$ cat config.mk
export PLATFORM = sky130hd
export DESIGN_NAME = alu_issue_wb
export DESIGN_NICKNAME = d
export VERILOG_FILES = /design/src/rtl/alu_issue_wb.sv
export SDC_FILE = /design/constraint.sdc
export NUM_CORES = 1
export LEC_CHECK = 0
export CORE_MARGIN = 4
export CORE_UTILIZATION = 49
export DETAILED_ROUTE_END_ITERATION = 16
export HOLD_SLACK_MARGIN = 0.08
export PLACE_DENSITY = 0.74
export SLEW_MARGIN = 20
export SYNTH_ARGS = -nofsm -noshare
export SYNTH_HDL_FRONTEND = slang
export SYNTH_SLANG_ARGS = --single-unit
$ cat constraint.sdc
create_clock -name clk -period 1.65 [get_ports clk]
set_clock_uncertainty 0.15 [all_clocks]
set_input_delay 0.165 -clock clk [delete_from_list [all_inputs] [get_ports clk]]
set_output_delay 0.165 -clock clk [all_outputs]
set_load 0.005 [all_outputs]
$ cat src/rtl/alu_issue_wb.sv
// Single-issue ALU sequencer: register file, IDLE/EXEC/WB control,
// operand drive to an external combinational ALU and sticky carry flag.
module alu_issue_wb #(
    parameter int DATA_W = 8,
    parameter int ADDR_W = 3
) (
    input  logic              clk,
    input  logic              rst_n,
    input  logic              in_valid,
    output logic              in_ready,
    input  logic [3:0]        in_op,
    input  logic [ADDR_W-1:0] in_rd,
    input  logic [ADDR_W-1:0] in_rs1,
    input  logic [ADDR_W-1:0] in_rs2,
    output logic [3:0]        alu_ctrl,
    output logic [DATA_W-1:0] alu_x,
    output logic [DATA_W-1:0] alu_y,
    input  logic [DATA_W-1:0] alu_out,
    input  logic              alu_carry,
    output logic              done,
    output logic [DATA_W-1:0] wb_data,
    output logic              carry_flag,
    input  logic [ADDR_W-1:0] dbg_addr,
    output logic [DATA_W-1:0] dbg_data
);

    localparam int NREG = 2 ** ADDR_W;

    typedef enum logic [1:0] {
        S_IDLE,
        S_EXEC,
        S_WB
    } state_t;

    state_t            r_state;
    state_t            w_next;
    logic [DATA_W-1:0] r_rf [NREG];
    logic [3:0]        r_op;
    logic [ADDR_W-1:0] r_rd;
    logic [DATA_W-1:0] r_x;
    logic [DATA_W-1:0] r_y;
    logic [DATA_W-1:0] r_res;
    logic              r_cy;
    logic              r_carry;
    logic              w_accept;
    logic              w_wb;
    logic              w_carry_op;
    logic [DATA_W-1:0] w_rs1_val;
    logic [DATA_W-1:0] w_rs2_val;

    // r0 is hardwired to zero on every read port
    assign w_rs1_val = (in_rs1 == '0) ? '0 : r_rf[in_rs1];
    assign w_rs2_val = (in_rs2 == '0) ? '0 : r_rf[in_rs2];
    assign dbg_data  = (dbg_addr == '0) ? '0 : r_rf[dbg_addr];

    assign in_ready   = (r_state == S_IDLE);
    assign w_accept   = in_valid && in_ready;
    assign w_wb       = (r_state == S_WB);
    assign w_carry_op = (r_op == 4'b0000) || (r_op == 4'b0001);

    assign alu_ctrl   = r_op;
    assign alu_x      = r_x;
    assign alu_y      = r_y;
    assign done       = w_wb;
    assign wb_data    = r_res;
    assign carry_flag = r_carry;

    always_comb begin
        w_next = r_state;
        unique case (r_state)
            S_IDLE:  if (in_valid) w_next = S_EXEC;
            S_EXEC:  w_next = S_WB;
            S_WB:    w_next = S_IDLE;
            default: w_next = S_IDLE;
        endcase
    end

    always_ff @(posedge clk or negedge rst_n) begin
        if (!rst_n) begin
            r_state <= S_IDLE;
        end else begin
            r_state <= w_next;
        end
    end

    // Operands are sampled at accept and held until the next accept
    always_ff @(posedge clk or negedge rst_n) begin
        if (!rst_n) begin
            r_op <= '0;
            r_rd <= '0;
            r_x  <= '0;
            r_y  <= '0;
        end else if (w_accept) begin
            r_op <= in_op;
            r_rd <= in_rd;
            r_x  <= w_rs1_val;
            r_y  <= w_rs2_val;
        end
    end

    always_ff @(posedge clk or negedge rst_n) begin
        if (!rst_n) begin
            r_res <= '0;
            r_cy  <= 1'b0;
        end else if (r_state == S_EXEC) begin
            r_res <= alu_out;
            r_cy  <= alu_carry;
        end
    end

    always_ff @(posedge clk or negedge rst_n) begin
        if (!rst_n) begin
            r_carry <= 1'b0;
        end else if (w_wb && w_carry_op) begin
            r_carry <= r_cy;
        end
    end

    always_ff @(posedge clk or negedge rst_n) begin
        if (!rst_n) begin
            for (int i = 0; i < NREG; i++) begin
                r_rf[i] <= '0;
            end
        end else if (w_wb && (r_rd != '0)) begin
            r_rf[r_rd] <= r_res;
        end
    end

endmodule

### After elaboration in Yosys (flattened, before gate mapping)

Index checks and enable logic that the tools add are counted.

* bitwise gates (word level): 4
* mux-type cells: 17
* $lt $le $gt $ge: 5
* reductions and logical operators: 11
* eq/ne operators: 4

Operators by type and width (number)
* $mux 8: 10
* $bmux 8 s3: 3
* $bwmux 64: 1
* $demux 8 s3: 1
* $ge 4x4->1 const B: 4
* $not 3->4: 4
* $logic_not 3->1: 3
* $eq 4x1->1 const B: 1
* $logic_and 1x1->1: 4
* $logic_not 4->1: 1
* $lt 4x1->1 const B: 1
* $pmux 2 s2: 1
* $reduce_bool 3->1: 1
* $eq 2x1->1 const B: 1
* $eq 2x2->1 const B: 1
* $logic_not 2->1: 1
* $mux 2: 1
* $ne 2x2->1 const B: 1
* $logic_or 1x1->1: 1

* output and inout bits: 39
* flip-flop bits (word level): 99
* input bits: 28

### Longest topological paths before layout

* depth in word-level cells: 6
* depth in mapped cells: 6

### Worst setup path before layout

No wires, ideal clock.

* kind: register -> register
* start: register r_state[0]
* end: register r_rf[24] (netlist bit)
* stages on the path, launching flop included: 7
* setup slack: -0.057 ns
* arrival time: 1.432 ns
* buffers on the path: 1
* cells stage by stage: dfrtp_1 nand2b_4 clkinv_2 nand2_4 or3_1 buf_6 mux2_4

* word-level cells in the longest chain between the ends: 2

Ends and longest elaborated chain
* from (decl): RTL line 35 `state_t r_state;`
* from (signal assigned): RTL line 82 `r_state <= w_next;`
* $eq 2x2->1: RTL line 58 `assign w_wb = (r_state == S_WB);`
* net done: RTL line 20 `output logic done,`
* $logic_and 1x1->1: RTL line 124 `end else if (w_wb && (r_rd != '0)) begin`
* to (signal, indexed assignment): RTL line 125 `r_rf[r_rd] <= r_res;`
* to (decl): RTL line 37 `logic [DATA_W-1:0] r_rf [NREG];`

The timed path passes the listed nets, and every way through them passes these cells.
A chain may end at the register's enable or synchronous reset.

### Final worst setup path

* start: register r_rf[25] (netlist bit)
* end: output dbg_data[1]

* word-level cells in the longest chain between the ends: 4

Ends and longest elaborated chain
* $bmux 8 s3: RTL line 54 `assign dbg_data = (dbg_addr == '0) ? '0 : r_rf[dbg_addr];`
* $mux 8 (implied by the code) (2 in series): RTL line 54
* $mux 8: RTL line 54
* to (decl): RTL line 24 `output logic [DATA_W-1:0] dbg_data`

Every way passes these cells. The select of a mux whose other input is x is not followed.

==> impl_metrics.csv <==
group,metric,value,unit
outcome,outcome,"finished, violations left",
outcome,failed_checks,"setup timing",
yosys,number_of_enable_flip_flop_cells_after_synthesis,0,
yosys,synth_xor_xnor_area_share,0,
yosys,synth.area.top_cells,"sky130_fd_sc_hd__dfrtp_1 47%, sky130_fd_sc_hd__mux2_2 20%, sky130_fd_sc_hd__mux2i_1 5.8%, sky130_fd_sc_hd__mux4_2 4.2%, sky130_fd_sc_hd__nand2_1 2.9%",
clock_tree,cts_htree_levels,3,
power_and_ir_drop,powerDensity,1530,nW/um^2
global_routing,overflow,0,
sta,grt_setup_unrepaired,"true",
power_and_ir_drop,standby_leakage_power,3.32,nW
worst_setup_path,crit-reg2reg-capture,"r_rf[22]$_DFFE_PN0P_",
global_routing,largest_net_degree_at_the_start_of_global_routing,92,
route,finalWirelength,15300,um
yosys,postSynth.asyncResetShare,1.00,
floorplanning,pin_count,67,
place,dpl.cell_count,661,
cells_and_area,count_of_placed_standard_cells_in_the_final_layout_fillers_left_out,703,
route,first_pass_iters,5,
yosys,post_synth_instance_area,4820,sq um
cells_and_area,post_route_cells_drive_above_1_share,0.510,
floorplanning,dieHeight,107,um
worst_setup_path,crit_type,"flip-flop to output pin",
place,dp.final_hpwl,10300,um
worst_setup_path,path_cells,"mux4_2 -> nand2_1 -> o21ai_1 -> buf_2",
sta,finalWorstPathRequiredPeriod,1.83,ns
cells_and_area,diodes,0,
place,io_buffers,66,
floorplanning,core_region_area,9420,sq um
yosys,synth_compound_area_frac,0.0998,
global_routing,grt_pass1_vias,4360,
yosys,main_combinational_cell_family_by_area_after_synthesis,"multiplexers",
worst_setup_path,cp-end-kind,"output pin",
sta,fin_tns_setup,-3.20,ns
global_routing,grt_first_pass_wirelength,23900,um
min_path,min-delay-path-class,"input pin to flip-flop",
yosys,syn-instance-count,380,
min_path,hold-path-cell-count,3,
yosys,postSynthRegisterBits,91,
yosys,synth_fa_ha_area_frac,0,
route,drtIter0Drc,221,
route,dr_total_vias,4128,
yosys,yosys-mux-area-fraction,0.326,
clock_tree,cts_buffers,9,
route,route.antenna.remaining_nets,0,
yosys,synth_top_cell_area_share,0.473,
sta,hold_viol_final,0,
yosys,avg_cell_area_syn,12.7,sq um
cells_and_area,area_growth,47.4,%
global_routing,total_routing_usage_reported_by_global_routing,0.274,
clock_tree,cts_root_buf,"sky130_fd_sc_hd__clkbuf_8",
sta,setup_viol_count_final,36,
sta,slew_viol_final,0,
worst_setup_path,ff2ff_setup_slack,-0.10,ns
cells_and_area,fill_cells,601,
yosys,yosysSeqAreaShare,0.473,
worst_setup_path,timing.critical_path.fanout_max,2,
route,drc,0,
worst_setup_path,crit_path_start_kind,"flip-flop",
sta,fin_crit_sh,1.11,
cells_and_area,area.sequential,2290,sq um
cells_and_area,post-route-util,0.754,
yosys,synth.lib_cells_used.distinct,38,
sta,timing.slew.headroom,0.642,
cells_and_area,finish.net_count,597,
worst_setup_path,critical-path-max-stage-delay,0.48,ns
sta,max_slew.worst_pin.slew,0.535,ns
floorplanning,start_util,0.511,
clock_tree,clkLatencyLatePin,0.36,ns
yosys,yosysTopAreaCell,"sky130_fd_sc_hd__dfrtp_1",
sta,setup_ws,-0.176,ns
floorplanning,num_rows,35,
route,routed_wire_length_per_instance,21.8,um
floorplanning,dieArea,11500,sq um
power_and_ir_drop,max-vdd-ir-drop,941,uV
min_path,min_from,"in_rd[1]",
worst_setup_path,critical_path.slowest_cell,"sky130_fd_sc_hd__mux4_2",
job,number_of_maximum_capacitance_constraint_violations,0,
yosys,synth.net_count,408,
clock_tree,cts_buffer_depth,2,
clock_tree,cts.sink_count,91,
worst_setup_path,timing.critical_path.arrival,1.51,ns
global_routing,antenna_found_initial,0,
clock_tree,clk_transition_reported_paths,0.09,ns
yosys,most_frequent_cell_after_synthesis,"sky130_fd_sc_hd__dfrtp_1",
clock_tree,cts_tree,"yes",
sta,achievable-frequency,0.548,GHz
yosys,synth.yosys.warnings,0,
yosys,dominantRegCellSynth,"sky130_fd_sc_hd__dfrtp_1",
route,detail_route.vias_per_cell,5.87,
place,pre_cts_ws,-0.673,ns
yosys,yosys.area_share.simple,0.0730,
worst_setup_path,critPathRequiredTime,1.33,ns
min_path,whs_endpoint,"r_rd[1]$_DFFE_PN0P_",
worst_setup_path,r2r.worst_path.cells,7,
worst_setup_path,r2r-start,"r_state[0]$_DFFE_PN0P_",
floorplanning,horizontal_die_dimension,107,um
place,place_congestion,0.888,
cells_and_area,area_of_the_multi_input_gates,2600,sq um
yosys,synth.cells.most_frequent,"91 x sky130_fd_sc_hd__dfrtp_1, 85 x sky130_fd_sc_hd__mux2_2, 37 x sky130_fd_sc_hd__nand2_1",
routing by layer:
| layer | part of all wire | GRT usage | vias to the layer above |
|---|---|---|---|
| met2 | 0.48 | 0.444 | 180 |
| met4 | 0.036 | 0.123 | 0 |
| met1 | 0.41 | 0.350 | 2089 |
| met3 | 0.064 | 0.0614 | 51 |
| met5 | 0 | 0 | - |
| li1 | - | - | 1808 |
area by class of cell:
class / count / area share
Multi-Input combinational cell: 262 / 0.366
Sequential cell: 91 / 0.322
Timing Repair Buffer: 203 / 0.257
Tap cell: 129 / 0.0227
Clock buffer: 10 / 0.0180
Clock inverter: 6 / 0.0125
Inverter: 2 / 0.00176
sequential cells by signal (all words and copies together), names as in the netlist:
| register | flops |
|---|---|
| alu_ctrl | 4 |
| r_rf | 56 |
| r_rd | 3 |
| wb_data | 8 |
| alu_y | 8 |
| r_cy | 1 |
| alu_x | 8 |
| carry_flag | 1 |
| r_state | 2 |
per-stage QoR:
step,total power [mW],hold WS [ns],instance area [sq um]
4_1_cts,10.5,0.170,6950
3_3_place_gp,8.27,0.0980,6460
2_1_floorplan,6.01,-0.281,4820
3_5_place_dp,8.52,0.101,6460
6_report,10.9,0.173,7100
5_1_grt,11.4,0.168,7100
kinds of logic (layout without fill, tap and decap cells):
group           after synthesis  in the layout
simple gates                 68             68
mux                         131            131
flops                        91             91
compound gates               63             63
buf+inv                      27            221
critical path, delay by kind of cell, from the launching register on:
kind                   cells  cell delay [ns]
buffers and inverters      1             0.13
muxes                      1             0.48
AOI/OAI and AO/OA          1             0.06
DFF                        1             0.41
and+or+nand+nor            1             0.08
layout by cell type (no fill, tap or decap), types with 3 or more instances in the layout:
master | synthesis | layout
sky130_fd_sc_hd__mux2i_1 | 28 | 28
sky130_fd_sc_hd__mux4_2 | 9 | 9
sky130_fd_sc_hd__clkbuf_8 | 0 | 9
sky130_fd_sc_hd__o22a_1 | 11 | 11
sky130_fd_sc_hd__dfrtp_1 | 91 | 83
sky130_fd_sc_hd__a22oi_1 | 18 | 18
sky130_fd_sc_hd__buf_12 | 0 | 9
sky130_fd_sc_hd__buf_6 | 1 | 12
sky130_fd_sc_hd__nor2_1 | 13 | 11
sky130_fd_sc_hd__buf_2 | 13 | 9
sky130_fd_sc_hd__mux2_4 | 8 | 41
sky130_fd_sc_hd__o221ai_2 | 0 | 3
sky130_fd_sc_hd__o21ai_1 | 0 | 7
sky130_fd_sc_hd__dlygate4sd2_1 | 0 | 3
sky130_fd_sc_hd__dfrtp_2 | 0 | 8
sky130_fd_sc_hd__o22ai_1 | 3 | 3
sky130_fd_sc_hd__buf_4 | 2 | 115
sky130_fd_sc_hd__mux2_2 | 85 | 53
sky130_fd_sc_hd__o221ai_1 | 11 | 8
sky130_fd_sc_hd__nand2_1 | 37 | 36
sky130_fd_sc_hd__clkdlybuf4s50_1 | 0 | 53
where the power goes:
| group | internal, mW | leakage [nW] | switching (mW) |
|---|---|---|---|
| clock | 0.857 | 0.103 | 0.825 |
| combinational | 3.34 | 2.09 | 1.99 |
| sequential | 3.19 | 1.13 | 0.650 |
repair_timing:
action                                  4_1_cts  5_1_grt
hold endpoints to repair                     91        0
endpoints found under the setup margin       69       68
cloned                                        2        0
hold buffers                                  1        0
setup buffers                                17        7
pin swaps                                    13       10
gates resized for setup                      88       26
worst max-delay path by stage:
stage	from	end	slack, ns	depth (start not counted)
2_1_floorplan	r_state[0]$_DFFE_PN0P_	r_rf[24]$_DFFE_PN0P_	-0.05	6
3_3_place_gp	dbg_addr[0]	dbg_data[6]	-0.65	5
3_5_place_dp	dbg_addr[0]	dbg_data[7]	-0.67	6
4_1_cts	r_rf[14]$_DFFE_PN0P_	dbg_data[6]	-0.18	3
5_1_grt	r_rf[1]$_DFFE_PN0P_	dbg_data[1]	-0.24	4
6_report	r_rf[25]$_DFFE_PN0P_	dbg_data[1]	-0.18	4
(Power assumes the default switching activity.)
==> RTL edit (config.mk and constraints unchanged) <==
Re-encode `state_t` (3 states) as one-hot, 3 bits wide.
--- a/src/rtl/alu_issue_wb.sv
+++ b/src/rtl/alu_issue_wb.sv
@@ -28,6 +28,6 @@
 
-    typedef enum logic [1:0] {
-        S_IDLE,
-        S_EXEC,
-        S_WB
+    typedef enum logic [2:0] {
+        S_IDLE = 3'b001,
+        S_EXEC = 3'b010,
+        S_WB   = 3'b100
     } state_t;
Function: same outputs for any inputs over 4 cycles, from zero or initial values and one cycle with rst_n low; so few cycles prove little.
==> RTL edit against the unedited design <==
The run still ends with setup timing left; synthesized area grew 1.5%; final area increased by 5.5%; core utilization increased by 1.6 points; routed wire length up 4.5%; cell count fell by 4.1%; setup slack got worse by 0.061 ns; non-clock buffer count fell by 17; combinational power is 5.4% lower; total power shrank 4.3%; sequential cell count increased by 1; largest cell class unchanged; highest routed layer unchanged.
==> RTL edit: results (changes against the unedited design) <==
Power
  • Total combinational power: 5.04 mW (-5.4%)
  • LEAKAGE: 3.527 nW (+6.1%)
  • Internal power contribution: 6.886 mW (-6.8%)
  • Max VDD drop: 0.7568 mV (-20%)
  • Seq pwr: 3.55 mW (-7.6%)
  • Sequential cell fraction of total power: 34.2% (-1.2 points)

Logic synthesis
  • Distinct cell type count of the synthesized netlist: 43 (+13%)
  • Ranking of synthesized cells by area: sky130_fd_sc_hd__dfrtp_1, sky130_fd_sc_hd__mux2_2, sky130_fd_sc_hd__mux4_2, sky130_fd_sc_hd__nand2_1, sky130_fd_sc_hd__a221oi_1
  • Post-Synthesis Net Count: 393 (-3.7%)
  • Mean area per synthesized cell: 13.39 µm² (+5.7%)
  • Sequential area share after synthesis: 47.13% (-0.15 points)
  • Leading cell types by count after synthesis: sky130_fd_sc_hd__dfrtp_1, sky130_fd_sc_hd__mux2_2, sky130_fd_sc_hd__nand2_1

Final layout
  • Footprint of the multi-input gates: 2918 µm² (+12%)
  • Number of multi-input combinational cells: 246 (-6.1%)
  • Logic inverters: 1 (-1)
  • Non-Clock Buffer Area Fraction: 24.70% (-0.99 points)
  • Number of clock-tree buffers in the layout: 13 (+3)
  • Flip-flop and latch share of the layout cell area: 30.84% (-1.4 points)
  • Share of layout cells above drive strength 1: 59.89% (+8.8 points)
  • Layout Nets: 564 (-5.5%)
  • Clock Network Area Fraction: 3.158% (+0.11 points)

Route
  • Detailed Route Iter0 Violations: 304 (+38%)
  • Routed Wire Length: 16030 µm (+4.5%)
  • Detailed Routing Iterations Pass 1: 6 (+1)

Critical path
  • Largest stage delay on the critical path: 0.50 ns (+0.02 ns)
  • Data arrival time of the worst path: 1.57 ns (+0.06 ns)

Timing
  • Worst slew margin relative to its limit: 60.85% (-3.3 points)
  • Setup violation total in the final timing report: 49 (+36%)
  • Worst setup margin: -0.2371 ns (-0.06070 ns)
  • Final TNS setup: -3.449 ns (-0.2516 ns)

Placed design
  • HPWL reported at the end of detailed placement: 9362 µm (-8.9%)
  • Placed Cells: 619 (-6.4%)

Global routing
  • Number of global-route vias before repair: 3972 (-8.9%)
  • Wire length of the first global-routing pass: 22100 µm (-7.4%)
  • Overall global routing resource usage: 25.26% (-2.1 points)

Clock network
  • CTS Sinks: 92 (+1.1%)

Min path
  • Hold Path Class: input port to asynchronous set/reset pin

Run status
  • Violated checks: setup timing
  • Outcome: complete, but fails checks
-- RTL edit: layer usage --
metal | part of all wire [%] | track usage [%] | vias up | wire [µm]
met4 | 2.4 | 9.739 | 0 | 381
met1 | 42 | 34.65 | 2083 | 6688
met5 | 0 | 0 | - | 0
met2 | 50 | 40.01 | 175 | 7974
met3 | 6.2 | 4.679 | 35 | 988
li1 | - | - | 1721 | -
-- RTL edit: timing repair --
item	4_1_cts	5_1_grt
endpoints found under the hold margin	91	0
cloned	1	8
hold buffers	1	0
pin swaps	13	16
buffers inserted	16	16
setup endpoints to repair	30	94
gates resized for setup	98	100
-- RTL edit: worst register-to-register path, delay by kind of cell, from the launching register on --
kind	cells	cell delay, ns
flip-flops	1	0.44
AND/OR/NAND/NOR	2	0.44
multiplexers	1	0.32
buffers and inverters	2	0.29
-- RTL edit: cell families after synthesis --
| logic type | after synthesis | share of synthesized area, % |
|---|---|---|
| multiplexers | 118 | 32.77 |
| AND/OR/NAND/NOR | 81 | 8.832 |
| buffers and inverters | 27 | 4.070 |
| AO/OA/AOI/OAI | 47 | 7.194 |
| flip-flops | 92 | 47.13 |
-- RTL edit: path summary, 6_finish.rpt --
kind,end,slack (ns),cells past startpoint,startpoint
worst min register to register,alu_y[7],0.34,2,alu_y[7]
worst max-delay path,dbg_data[0],-0.24,4,r_rf[0]
worst min-delay path,alu_x[7],0.11,2,rst_n
worst max register to register,r_rf[29],-0.09,5,r_state[1]
min in group clk,alu_ctrl[1],0.17,3,in_op[1]
max in group asynchronous,r_state[0],0.60,3,rst_n
-- RTL edit: stage by stage --
stage                     worst slack (ns)  area (µm²)
after floorplan                     0.1201        4887
after global placement             -0.7103        6280
after detailed placement           -0.7621        6280
after CTS                          -0.2070        6790
after global routing               -0.2855        7488
final                              -0.2371        7488
